`config.mk`:
```
export PLATFORM = sky130hd
export DESIGN_NAME = dual_port_ram_param
export DESIGN_NICKNAME = d
export VERILOG_FILES = /design/src/rtl/dual_port_ram_param.sv
export SDC_FILE = /design/constraint.sdc
export NUM_CORES = 2
export LEC_CHECK = 0
export CELL_PAD_IN_SITES_DETAIL_PLACEMENT = 1
export CELL_PAD_IN_SITES_GLOBAL_PLACEMENT = 2
export CORE_ASPECT_RATIO = 0.5
export CORE_MARGIN = 10
export CORE_UTILIZATION = 34
export DETAILED_ROUTE_END_ITERATION = 8
export DONT_BUFFER_PORTS = 1
export PLACE_DENSITY = 0.76
export SLEW_MARGIN = 0
export SYNTH_ARGS = -nofsm -noshare
export SYNTH_HDL_FRONTEND = slang
export SYNTH_SLANG_ARGS = --single-unit
```
`constraint.sdc`:
```
create_clock -name clk -period 2.7 [get_ports clk]
set_clock_uncertainty 0.15 [all_clocks]
set_input_delay 0.27 -clock clk [delete_from_list [all_inputs] [get_ports clk]]
set_output_delay 0.27 -clock clk [all_outputs]
set_load 0.02 [all_outputs]
```
`src/rtl/dual_port_ram_param.sv`:
```
// rtl/dual_port_ram_param.sv - parametrised dual-port RAM with byte enables, init sweep and write-collision flag
// Optional: define DPRAM_COLL_CNT_EN to add the saturating coll_cnt output.
module dual_port_ram_param #(
    parameter int DATA_W     = 32,
    parameter int DEPTH      = 64,
    parameter int ADDR_W     = 6,
    parameter int RD_LATENCY = 1,
    parameter int RDW_MODE   = 0
) (
    input  logic                  clk,
    input  logic                  rst,
    output logic                  ready,
    input  logic                  a_en,
    input  logic                  a_wr,
    input  logic [ADDR_W-1:0]     a_addr,
    input  logic [DATA_W-1:0]     a_wdata,
    input  logic [DATA_W/8-1:0]   a_be,
    output logic [DATA_W-1:0]     a_rdata,
    output logic                  a_rvalid,
    input  logic                  b_en,
    input  logic                  b_wr,
    input  logic [ADDR_W-1:0]     b_addr,
    input  logic [DATA_W-1:0]     b_wdata,
    input  logic [DATA_W/8-1:0]   b_be,
    output logic [DATA_W-1:0]     b_rdata,
    output logic                  b_rvalid,
`ifdef DPRAM_COLL_CNT_EN
    output logic                  collision,
    output logic [15:0]           coll_cnt
`else
    output logic                  collision
`endif
);
    localparam int NB    = DATA_W / 8;
    localparam int IDX_W = $clog2(DEPTH);
    localparam logic [ADDR_W-1:0] LAST_ADDR = ADDR_W'(DEPTH - 1);
    localparam logic [0:0] ST_INIT = 1'b0;
    localparam logic [0:0] ST_RUN  = 1'b1;

    logic [DATA_W-1:0] mem_q [DEPTH];
    logic [0:0]        state_q, state_d;
    logic [ADDR_W-1:0] init_addr_q, init_addr_d;

    logic              a_in_rng, b_in_rng, same_addr;
    logic              a_wr_fire, b_wr_fire, a_rd_fire, b_rd_fire, init_we;
    logic [IDX_W-1:0]  a_idx, b_idx;
    logic [DATA_W-1:0] a_word, b_word;
    logic              coll_d, coll_q;
    logic              a_s1_vld_q, b_s1_vld_q, a_rvalid_q, b_rvalid_q;
    logic [DATA_W-1:0] a_s1_data_q, b_s1_data_q, a_rdata_q, b_rdata_q;

    // Overlays the other port's same-cycle write onto a read word (new-data mode).
    function automatic logic [DATA_W-1:0] merge_wr(input logic [DATA_W-1:0] cur,
                                                   input logic hit,
                                                   input logic [NB-1:0] be,
                                                   input logic [DATA_W-1:0] wd);
        merge_wr = cur;
        if (hit) begin
            for (int i = 0; i < NB; i++) begin
                if (be[i]) merge_wr[8*i +: 8] = wd[8*i +: 8];
            end
        end
    endfunction

    assign ready     = (state_q == ST_RUN);
    assign a_in_rng  = (32'(a_addr) < DEPTH);
    assign b_in_rng  = (32'(b_addr) < DEPTH);
    assign a_idx     = a_addr[IDX_W-1:0];
    assign b_idx     = b_addr[IDX_W-1:0];
    assign same_addr = (a_addr == b_addr);
    assign init_we   = (state_q == ST_INIT) && !rst;
    assign a_wr_fire = ready && !rst && a_en && a_wr && a_in_rng;
    assign b_wr_fire = ready && !rst && b_en && b_wr && b_in_rng;
    assign a_rd_fire = ready && !rst && a_en && !a_wr;
    assign b_rd_fire = ready && !rst && b_en && !b_wr;
    assign coll_d    = a_wr_fire && b_wr_fire && same_addr && ((a_be & b_be) != '0);

    always_comb begin
        a_word = a_in_rng ? mem_q[a_idx] : '0;
        b_word = b_in_rng ? mem_q[b_idx] : '0;
        if (RDW_MODE == 1) begin
            a_word = merge_wr(a_word, b_wr_fire && same_addr, b_be, b_wdata);
            b_word = merge_wr(b_word, a_wr_fire && same_addr, a_be, a_wdata);
        end
    end

    always_comb begin
        state_d     = state_q;
        init_addr_d = init_addr_q;
        if (state_q == ST_INIT) begin
            init_addr_d = init_addr_q + ADDR_W'(1);
            if (init_addr_q == LAST_ADDR) begin
                state_d     = ST_RUN;
                init_addr_d = '0;
            end
        end
    end

    always_ff @(posedge clk) begin
        if (rst) begin
            state_q     <= ST_INIT;
            init_addr_q <= '0;
        end else begin
            state_q     <= state_d;
            init_addr_q <= init_addr_d;
        end
    end

    // B is applied first so that A's lanes take priority on a shared address.
    always_ff @(posedge clk) begin
        if (init_we) mem_q[init_addr_q[IDX_W-1:0]] <= '0;
        for (int i = 0; i < NB; i++) begin
            if (b_wr_fire && b_be[i]) mem_q[b_idx][8*i +: 8] <= b_wdata[8*i +: 8];
            if (a_wr_fire && a_be[i]) mem_q[a_idx][8*i +: 8] <= a_wdata[8*i +: 8];
        end
    end

    always_ff @(posedge clk) begin
        if (rst) begin
            a_s1_vld_q  <= 1'b0;
            b_s1_vld_q  <= 1'b0;
            a_s1_data_q <= '0;
            b_s1_data_q <= '0;
            a_rvalid_q  <= 1'b0;
            b_rvalid_q  <= 1'b0;
            a_rdata_q   <= '0;
            b_rdata_q   <= '0;
            coll_q      <= 1'b0;
        end else begin
            coll_q     <= coll_d;
            a_s1_vld_q <= a_rd_fire;
            b_s1_vld_q <= b_rd_fire;
            if (a_rd_fire) a_s1_data_q <= a_word;
            if (b_rd_fire) b_s1_data_q <= b_word;
            if (RD_LATENCY == 2) begin
                a_rvalid_q <= a_s1_vld_q;
                b_rvalid_q <= b_s1_vld_q;
                if (a_s1_vld_q) a_rdata_q <= a_s1_data_q;
                if (b_s1_vld_q) b_rdata_q <= b_s1_data_q;
            end else begin
                a_rvalid_q <= a_rd_fire;
                b_rvalid_q <= b_rd_fire;
                if (a_rd_fire) a_rdata_q <= a_word;
                if (b_rd_fire) b_rdata_q <= b_word;
            end
        end
    end

    assign a_rdata   = a_rdata_q;
    assign a_rvalid  = a_rvalid_q;
    assign b_rdata   = b_rdata_q;
    assign b_rvalid  = b_rvalid_q;
    assign collision = coll_q;

`ifdef DPRAM_COLL_CNT_EN
    logic [15:0] coll_cnt_q, coll_cnt_d;

    always_comb begin
        coll_cnt_d = coll_cnt_q;
        if (coll_d && coll_cnt_q != 16'hFFFF) coll_cnt_d = coll_cnt_q + 16'd1;
    end

    always_ff @(posedge clk) begin
        if (rst) coll_cnt_q <= '0;
        else     coll_cnt_q <= coll_cnt_d;
    end

    assign coll_cnt = coll_cnt_q;
`endif

endmodule
```
**Yosys cells after proc, flatten, opt, wreduce, memory -nomap -nowiden**

Memory sizes are Yosys's and may differ from the RTL's. A register that Yosys moved wholly into a read port is not among the register bits.
Index checks and enable logic that the tools add are counted.

- Latch bits: 0
- RAM bits: 2048
- Memories kept: 1
- Bits in read-only memories: 0
- Bits of input ports: 90
- Output and inout bits: 68
- Register bits after elaboration: 10

- $lt $le $gt $ge: 0
- Shift-type cells: 0
- Multiplexer cells: 24
- Div/mod/pow operators: 0
- $mul: 0
- $add $sub $neg: 1
- Reduce and logical (&&, ||, !) cells: 24
- Bitwise logic cells: 2
- Equality and inequality tests: 2

Memories:

| memory | words | bits a word | read ports | clocked after Yosys merged registers in | wr ports | RTL line | source |
|---|---|---|---|---|---|---|---|
| mem_q | 64 | 32 | 2 | 2 | 2 | 40 | `logic [DATA_W-1:0] mem_q [DEPTH];` |

Operators by type and width:

| kind | count |
|---|---|
| 32-bit 2-to-1 mux | 1 |
| 32-bit OR reduction | 1 |
| 1-bit 2-to-1 mux | 20 |
| 1-bit logical AND | 19 |
| 6-bit 2-to-1 mux | 2 |
| 6-bit by 1-bit adder with 6-bit output (second input constant) | 1 |
| 6-bit == test | 1 |
| 6-bit == test (second input constant) | 1 |
| 4-bit bitwise AND | 1 |
| 4-bit 2-to-1 mux | 1 |
| 4-bit nonzero test | 1 |
| 1-bit logical NOT | 3 |
| 1-bit NOT | 1 |

**Depth between registers and ports, before layout**

- Depth after elaboration: 9
- Mapped depth: 12
- Depth with buffers taken out: 7

**Least setup slack after synthesis**

Ideal clock, no wire load.

- Path kind: reg2reg
- Start point: reg state_q (netlist: ready)
- End point: mem mem_q[11][0], enable pin
- Period minus slack after synthesis: 3.015 ns
- Arrival time: 2.488 ns
- Slack: -0.315 ns
- Cell stages (with the launch flop): 13
- Path buffers: 6
- Required time: 2.174 ns
- Path through: dfxtp_1 buf_2 and4b_1 buf_2 o41a_1 buf_2 buf_6 buf_6 buf_4 nand4b_1 o31ai_2 nand2_2 o22ai_1

RTL lines:

| item | RTL line | source |
|---|---|---|
| from (decl) | 41 | `logic [0:0] state_q, state_d;` |
| from (signal assigned) | 104 | `state_q <= state_d;` |
| to (decl) | 40 |  |

==> impl_metrics.yaml <==
clock_network:
  cts.htree.levels: 4
  clkSinkCount: 2122
  insertion_delay_ns: 0.95
  cts_buffers: 224
  clock_path_buffers: 4
  clk_pin_slew_worst_paths_ns: 0.07
  cts_tree: "yes"
  clockRootBuffer: "clkbuf_16"
sta:
  min_period_ns: 3.37
  relSlewSlack: -0.0806
  clock.fmax_mhz: 296
  fin_hold_ws_ns: 0.0135
  slew_viol_final: 77
  finalSetupTns_ns: -3.86
  min_period_over_period: 1.25
  finalSetupViolations: 63
  final.setup.worst_slack_ns: -0.675
  tightest_slew_ns: 1.62
  grt_setup_unrepaired: "true"
  hold_viol: 0
worst_hold_path:
  hold_class: "primary input to flip-flop"
synthesis:
  synth_nets: 11000
  seq_area_frac_synth: 0.518
  synth_area_um2: 122000
  synth-main-ff-cell: "edfxtp_1"
  synth_cell_type_count: 75
  avgSynthCellArea_um2: 11.2
  ys_seq_elements: 2122
  synthArstFlopShare: 0
  synth_edf_count: 2048
  ys_warn_count: 0
  syn_inst: 10900
placement:
  placed_cells: 15600
  port_buffers: 0
  hpwl_um: 408000
  place.gp.congestion: 0.963
  placed_area_um2: 134000
power:
  p_sw_frac: 0.254
  clockPowerShare: 0.430
  p_sw_uw: 18800
  ir_drop_mv: 0.514
  power_density_nw_per_um2: 509
  combPwrFrac: 0.087
  internal-power_uw: 55200
  seqPwrFrac: 0.483
  p_leak_uw: 0.0495
final_layout:
  mostFrequentLayoutCell: "nand2_1"
  fin_nets: 11400
  multi_input_area_um2: 54200
  regArea_um2: 63000
  layout.cells.non_filler: 16300
  drive_above_1_share: 0.236
  final_cell_mix: "nand2_1 (2236), o21ai_0 (2122), edfxtp_1 (2048)"
  areaGrowthSynthToFinish_pct: 19.6
  n_fill_cell: 38000
  postLayoutCellArea_um2: 145000
setup_path:
  endpoint_kind: "flip-flop"
  cp_max_fo: 406
  cp.required_ns: 3.39
  cp_cell_sequence: "nor2b_4 > buf_6 > a221oi_1 > o22ai_1 > buf_4 > a22oi_1 > dlygate4sd3_1 > a311oi_1"
  start_kind: "primary input"
  crit_type: "primary input to flip-flop"
  cp_slowest_cell: "nor2b_4"
  slowest_delay_ns: 1.30
  worstPathArrival_ns: 4.07
global_route:
  track_usage: 0.318
  grt_pass1_vias: 105000
  grt_max_degree: 521
  grt_pass1_wl_um: 868000
  antenna_found_initial: 57
  overflow: 0
floorplanning:
  die_h_um: 443
  core_area_um2: 356000
  die_w_um: 865
  io_pins: 158
  initial_utilization: 0.341
  dieArea_um2: 383000
  rows: 155
drt:
  wl_per_cell_um: 39.5
  drc: 0
  drt_iter0_markers: 18800
  via_per_inst: 6.72
  routed_wirelength_um: 644000
  vias: 109000
  antenna_left: 0
  dr.pass1.iters: 6
run_status:
  status: "finished with violations"
  violations: "max-slew violations, negative setup slack"
job:
  maxCapViolCount: 0
power groups by stage:
stage	Clock, uW	Sequential, uW	Combinational, uW
after global routing	32900	35700	6280
after global placement	0	36400	4170
after detailed placement	0	36400	4190
after CTS	31600	35700	5620
final	31800	35700	6450
after floorplan	0	36400	3280
sequential cells by signal, summed over array words and instances (netlist names):
name / count
mem_q: 2048
a_rdata: 32
b_rdata: 32
init_addr_q: 6
a_rvalid: 1
b_rvalid: 1
collision: 1
ready: 1
repair_timing:
item	4_1_cts	5_1_grt
endpoints found under the hold margin	2190	8
setup buffers	0	12
gates resized for setup	2	153
hold buffers	261	2
cloned	0	15
setup endpoints to repair	2	2101
pin swaps	0	2
worst paths after layout:
| check | startpoint | to | slack, ns | depth (start not counted) |
|---|---|---|---|---|
| setup reg to reg | ready$_SDFF_PP0_ | mem_q[7][20]$_DFFE_PP_ | -0.05 | 10 |
| setup / recovery | a_addr[1] | a_rdata[7]$_SDFFE_PP0P_ | -0.67 | 8 |
| hold / removal | b_addr[0] | b_rdata[17]$_SDFFE_PP0P_ | 0.01 | 4 |
| hold reg to reg | init_addr_q[5]$_SDFFE_PP0N_ | init_addr_q[5]$_SDFFE_PP0N_ | 0.45 | 2 |
per-layer routing:
metal,track usage,up-vias,routed length (um)
li1,-,42300,-
met1,0.406,56100,227000
met2,0.459,9016,268000
met3,0.108,2027,96500
met4,0.202,52,51600
met5,0.0184,-,1330
worst max-delay path, delay by kind of cell:
kind | cells | cell delay (ns)
buffers and inverters | 3 | 1.06
AO/OA/AOI/OAI | 4 | 0.86
AND/OR/NAND/NOR | 1 | 1.30
synthesized netlist by cell type (14+ instances only):
cell type | instances | area, um2
a221o_1 | 39 | 390
dfxtp_1 | 74 | 1480
a222oi_1 | 14 | 140
nor2_1 | 416 | 1560
mux2i_1 | 326 | 3260
nand3_1 | 59 | 295
mux4_2 | 729 | 16400
o21ai_0 | 2125 | 10600
clkbuf_1 | 676 | 2540
o2bb2ai_1 | 16 | 140
nand2_1 | 2283 | 8570
nor2_2 | 14 | 87.6
nand4_1 | 57 | 357
buf_2 | 401 | 2010
a211oi_1 | 18 | 135
a22o_1 | 29 | 254
mux2_2 | 227 | 2560
nand2b_1 | 40 | 250
buf_1 | 69 | 259
buf_4 | 78 | 586
a31oi_1 | 25 | 156
edfxtp_1 | 2048 | 61500
a221oi_1 | 220 | 1930
o22ai_1 | 352 | 2200
nor3_1 | 16 | 80.1
a22oi_1 | 190 | 1430
a21oi_1 | 141 | 706
a311oi_1 | 27 | 236
metrics by stage:
| step | total power (uW) | setup WS (ns) | utilization |
|---|---|---|---|
| final | 73900 | -0.675 | 0.408 |
| after global routing | 74900 | -0.351 | 0.408 |
| after global placement | 40600 | -0.425 | 0.375 |
| after CTS | 72900 | 0.0119 | 0.404 |
| after detailed placement | 40600 | -0.473 | 0.375 |
| after floorplan | 39600 | -0.267 | - |
area by class of cell:
type / count / area share
Sequential cell: 2122 / 0.433
Multi-Input combinational cell: 7514 / 0.373
Timing Repair Buffer: 1425 / 0.103
Clock buffer: 288 / 0.0418
Tap cell: 4788 / 0.0412
Clock inverter: 120 / 0.00669
Antenna cell: 31 / 0.000534
Inverter: 6 / 0.000293
cell families (layout without fill, tap and decap cells):
group                      Yosys count  after routing  synth area share
AOI/OAI and AO/OA                 3272           3272             0.156
xor gates and xnor gates             8              8          0.000577
adders and majority gates            1              1          0.000103
buffers and inverters             1239           1839            0.0454
DFF                               2122           2122             0.518
muxes                             1282           1282             0.183
other                                0             31                 0
and+or+nand+nor                   2951           2951            0.0964
No activity file was read; power rests on OpenSTA's default activity.
